File: src/rtl/pyc_fifo_level.sv
// Synchronous FIFO with valid/ready handshake, flush and level flags.
// Optional same-cycle bypass on an empty FIFO when PYC_FIFO_BYPASS_EN is defined.
module pyc_fifo_level #(
  parameter int WIDTH      = 8,
  parameter int DEPTH      = 4,
  parameter int AFULL_LVL  = DEPTH - 1,
  parameter int AEMPTY_LVL = 1,
  localparam int unsigned CNT_W = $clog2(DEPTH + 1)
) (
  input  logic             clk,
  input  logic             rst_n,
  input  logic             flush,
  input  logic             in_valid,
  output logic             in_ready,
  input  logic [WIDTH-1:0] in_data,
  output logic             out_valid,
  input  logic             out_ready,
  output logic [WIDTH-1:0] out_data,
  output logic [CNT_W-1:0] count,
  output logic             full,
  output logic             empty,
  output logic             almost_full,
  output logic             almost_empty
);

  localparam int unsigned PTR_W = (DEPTH > 1) ? $clog2(DEPTH) : 1;

  if (DEPTH < 1) begin : g_bad_depth
    $fatal(1, "pyc_fifo_level: DEPTH must be >= 1");
  end

  logic [WIDTH-1:0] r_mem [DEPTH];
  logic [PTR_W-1:0] r_wr_ptr;
  logic [PTR_W-1:0] r_rd_ptr;
  logic [CNT_W-1:0] r_count;

  logic             w_empty;
  logic             w_byp;
  logic             w_push;
  logic             w_pop;
  logic             w_wr_en;
  logic             w_rd_en;
  logic [PTR_W-1:0] w_wr_ptr_nxt;
  logic [PTR_W-1:0] w_rd_ptr_nxt;

  assign w_empty = (r_count == CNT_W'(0));

`ifdef PYC_FIFO_BYPASS_EN
  assign w_byp = w_empty && !flush;
`else
  assign w_byp = 1'b0;
`endif

  // Handshake and head presentation; bypass forwards the producer beat directly.
  always_comb begin
    out_valid = 1'b0;
    out_data  = r_mem[r_rd_ptr];
    if (w_byp) begin
      out_valid = in_valid;
      out_data  = in_data;
    end else begin
      out_valid = !flush && !w_empty;
    end
  end

  assign w_pop    = out_valid && out_ready;
  assign in_ready = !flush && ((r_count < CNT_W'(DEPTH)) || w_pop);
  assign w_push   = in_valid && in_ready;

  // A bypassed beat that is consumed never touches storage.
  assign w_wr_en = w_push && !(w_byp && w_pop);
  assign w_rd_en = w_pop && !w_byp;

  assign w_wr_ptr_nxt = (r_wr_ptr == PTR_W'(DEPTH - 1)) ? PTR_W'(0) : r_wr_ptr + PTR_W'(1);
  assign w_rd_ptr_nxt = (r_rd_ptr == PTR_W'(DEPTH - 1)) ? PTR_W'(0) : r_rd_ptr + PTR_W'(1);

  // Pointer and occupancy state; reset outranks flush, flush outranks traffic.
  always_ff @(posedge clk) begin
    if (!rst_n) begin
      r_wr_ptr <= PTR_W'(0);
      r_rd_ptr <= PTR_W'(0);
      r_count  <= CNT_W'(0);
    end else if (flush) begin
      r_wr_ptr <= PTR_W'(0);
      r_rd_ptr <= PTR_W'(0);
      r_count  <= CNT_W'(0);
    end else begin
      if (w_wr_en) r_wr_ptr <= w_wr_ptr_nxt;
      if (w_rd_en) r_rd_ptr <= w_rd_ptr_nxt;
      case ({w_wr_en, w_rd_en})
        2'b10:   r_count <= r_count + CNT_W'(1);
        2'b01:   r_count <= r_count - CNT_W'(1);
        default: r_count <= r_count;
      endcase
    end
  end

  always_ff @(posedge clk) begin
    if (rst_n && !flush && w_wr_en) r_mem[r_wr_ptr] <= in_data;
  end

  // Level flags decode only registered occupancy.
  assign count        = r_count;
  assign full         = (r_count == CNT_W'(DEPTH));
  assign empty        = w_empty;
  assign almost_full  = (r_count >= CNT_W'(AFULL_LVL));
  assign almost_empty = (r_count <= CNT_W'(AEMPTY_LVL));

endmodule

File: config.mk
export PLATFORM = sky130hd
export DESIGN_NAME = pyc_fifo_level
export DESIGN_NICKNAME = d
export VERILOG_FILES = /design/src/rtl/pyc_fifo_level.sv
export SDC_FILE = /design/constraint.sdc
export NUM_CORES = 1
export LEC_CHECK = 0
export ABC_CLOCK_PERIOD_IN_PS = 2600
export CAP_MARGIN = 20
export CORE_MARGIN = 2
export CORE_UTILIZATION = 58
export CTS_BUF_LIST = sky130_fd_sc_hd__clkbuf_2
export CTS_CLUSTER_SIZE = 30
export DETAILED_ROUTE_END_ITERATION = 6
export GPL_TIMING_DRIVEN = 0
export PLACE_DENSITY_LB_ADDON = 0.25
export SYNTH_ARGS = -nofsm -noshare
export SYNTH_HDL_FRONTEND = slang
export SYNTH_SLANG_ARGS = --single-unit
File: constraint.sdc
create_clock -name clk -period 2.6 [get_ports clk]
set_clock_uncertainty 0.05 [all_clocks]
set_input_delay 0.52 -clock clk [delete_from_list [all_inputs] [get_ports clk]]
set_output_delay 0.52 -clock clk [all_outputs]
set_load 0.01 [all_outputs]
==> flow_results.org <==
** Outcome
- Result of the run :: finished with violations
- The checks that failed: design-rule violations.

** Yosys
- Mean Syn Cell Area :: 15.7 sq um
- In this run, synthesis produced a sequential element count of 41.
- Synthesis produced a netlist with a net count of 135.
- Gate Count Post-Synth :: ~110
- Post-synthesis instance area :: 1740 sq um
- Summing the sequential cell areas from Yosys gives 65.5% of the chip area.
- Number of synthesis warnings :: 0
- Count of distinct cell types in the synthesized netlist :: 23

** Global routing
- Entering global routing, the biggest net connects 13 pins.
- Via count of the first global-routing pass :: roughly 1000
- The first global-routing pass estimated 4420 microns of wire.
- Total track usage :: 18.4%
- Summed over all layers, the global routing overflow is 0.
- Initial antenna violation count :: 0

** Critical path
- STA classifies the critical path endpoint as an output pin.
- Crit path kind :: reg2out
- Endpoint of the most critical register-to-register path :: count[2]
- Launch instance of the worst register-to-register path :: count[2]
- The worst setup path is launched from a register.
- Reg2Reg Depth :: 7
- Arrival time reported for the critical path endpoint :: 1910 ps
- The worst register-to-register path has a setup slack of 790 ps.
- In this run the worst path has a maximum fanout of 8.
- WP data required :: 2030 ps

** Power and ir drop
- The internal portion of the total power is 0.927 mW.
- Combinational fraction of design power :: 7.9%
- Switching power as a share of total power :: 20.2%
- Of the total power, registers draw about three fifths.
- Pwr per Cell Area :: roughly 540 nW/um^2
- Static Leak :: 0.780 nW
- Summed over all nets, the switching power comes to approximately 0.23 mW.
- Total power for the finished layout comes to 1.16 mW.
- The clock network is responsible for 30.4% of the overall power.
- IR analysis of the VDD net gives a maximum drop of 0.343 mV.

** Timing
- The final hold violation count was 0.
- Achievable frequency :: 403 MHz
- Crit path time final :: 2480 ps
- The final number of max-transition violations was 0.
- Portion of the clock cycle consumed by the worst path in the final layout :: 95.4%
- Setup repair after global routing left no endpoint under its margin.
- The worst path meets setup with 120 ps of slack.
- Final setup vio count :: 0
- Adding up every negative setup slack in the final design gives 0 ps.
- Slew at the pin closest to its max-slew limit :: 419 ps
- Worst relative slew slack :: 72.0%
- Across all hold checks on the routed design, the worst slack comes to 498 ps.

** Placed design
- OpenSTA, run right after detailed placement, puts the worst setup slack at 159 ps.
- Final weighted congestion in routability-driven placement :: between 0.7 and 0.8
- The count of buffers added on input and output ports is 29.
- Post-detail-place hpwl :: ~2000 microns

** CTS
- TritonCTS built the clock tree.
- Buffers inserted during clock tree synthesis total 5.
- Clock sinks :: 41
- CTS root buffer :: clkbuf_2
- Number of hold buffers added after cts :: 0
- Clk_lat worst skew :: 370 ps
- CTS HTree Levels :: 2
- In this run the post-CTS setup repair buffer count came out at 0.
- Clock-pin slew was measured on the worst setup and hold paths at ~180 ps.
- In this run the deepest clock path goes through 2 buffers.

** Floorplanning
- The initialized floorplan defines 19 standard-cell rows.
- 30 I/O pins were placed.
- The die covers 3460 sq um.
- From bottom edge to top edge, the die measures 58.8 microns.
- Effective utilization at floorplan :: 62.1%
- In this run the horizontal extent of the chip is 58.8 microns.
- After floorplanning, the core was sized to cover 2810 sq um.

** Min path
- Source of the worst hold timing path :: r_wr_ptr[1]
- In this run the worst hold path is classified as reg2reg.
- Depth of the worst hold-timing path :: 2
- Destination of the worst hold path :: r_wr_ptr[1]

** Finish
- Number of antenna cells inserted :: 0
- Measured on the finished design, the core utilization comes to between 70 and 80%.
- The library cells used most frequently in the layout, excluding fill and tap cells, are edfxtp_1, clkdlybuf4s50_1, ha_1, nor2_1, mux4_2.
- The area growth from synthesis to layout is 23.7%.
- Layout cells sized above 1 :: a little over an eighth
- Final net count :: 170
- Leaving out fill and tap cells, the most frequent cell in the layout is edfxtp_1.

** Drt
- Detailed-route wire length on metal 1 :: 1130 microns
- In the detailed route, the total length drawn on met3 is 170 microns.
- The routed layout has 983 vias.
- Drt total wl :: around 2800 microns
- The first routing iteration left 21 violations.
- Wirelength per Cell :: ~16 microns
- Total DRC errors in the routed layout :: 1
- Detailed routing placed a total of between 1000 and 1500 microns of wire on met2.
- The detailed router used layers up to and including met4.
- ANT nets after route :: 0
- The first TritonRoute pass finished after 6 iterations.
- Per-cell via count in the routed design :: 5.52

** Job
- Across the run, the number of max-cap violations was 0.
## how the worst max path moves through the flow
stage / cells past startpoint / to / start
CTS: 3 / out_data[0] / register
global route: 3 / out_data[1] / register
finish: 3 / out_data[0] / register
detailed placement: 8 / count[2] / flush
floorplan: 8 / count[2] / count[0]
global placement: 8 / count[2] / flush
## logic make-up after synthesis
kind of cell / share of synthesized area (%)
compound gates: 4.81
xor+xnor: 1.01
fa+ha+maj: 7.90
buf+inv: 2.01
flops: 65.5
mux: 10.3
simple gates: 8.47
## layer usage
metal / GRT usage, % / up-vias
met2: 31.6 / 27
met5: 0 / -
li1: - / 483
met3: 6.81 / 5
met1: 19.6 / 468
met4: 9.74 / 0
## repair_timing
action | CTS | global route
pin swaps | 0 | 0
setup endpoints to repair | 9 | 10
gates cloned | 0 | 0
gates resized for setup | 2 | 6
## Yosys cell counts
cell	number	area share (%)
nor2b_4	1	0.79
nand3_1	2	0.57
inv_1	7	1.5
a31oi_1	1	0.36
or3b_1	1	0.50
buf_2	1	0.29
buf_1	1	0.22
o21ai_0	4	1.1
nand2b_1	3	1.1
a211oi_1	1	0.43
dfxtp_1	9	10
mux4_2	8	10
a21oi_1	6	1.7
nor2b_1	2	0.72
or4_1	1	0.43
and2_1	2	0.72
xor2_1	2	1.0
nor3_1	1	0.29
edfxtp_1	32	55
a21bo_1	2	1.1
ha_1	11	7.9
and3_1	4	1.4
nor2_1	9	1.9
## area by class of cell
type	count	area [sq um]
fill	185	649
sequential	41	1150
timing repair buffer	29	295
tap	31	38.8
clock buffer	6	30.0
clock inverter	2	33.8
inverter	7	26.3
multi-input combinational	61	574
buffer	1	11.3
## worst max-delay path, stage by stage, from the launching register on
cell	delay, ps
dfxtp_1	370
buf_6	160
mux4_2	520
clkdlybuf4s50_1	490
## stage by stage
step | instances | instance area [sq um]
after floorplan | 111 | 1740
after global placement | 171 | 2070
after detailed placement | 171 | 2070
after CTS | 179 | 2140
after global routing | 178 | 2160
final | 178 | 2160
## flip-flops by register name (all words and copies together), names as in the netlist, named ones only
register,count
r_rd_ptr,2
r_mem,32
count,3
r_wr_ptr,2
## power groups by stage
stage	Combinational [mW]	Clock, mW	Sequential (mW)
floorplan	0.0381	0	0.731
global placement	0.0871	0	0.730
detailed placement	0.0909	0	0.731
CTS	0.0916	0.362	0.716
global route	0.100	0.383	0.717
finish	0.0919	0.353	0.716
Note: power is estimated with default switching activity, not from simulation.
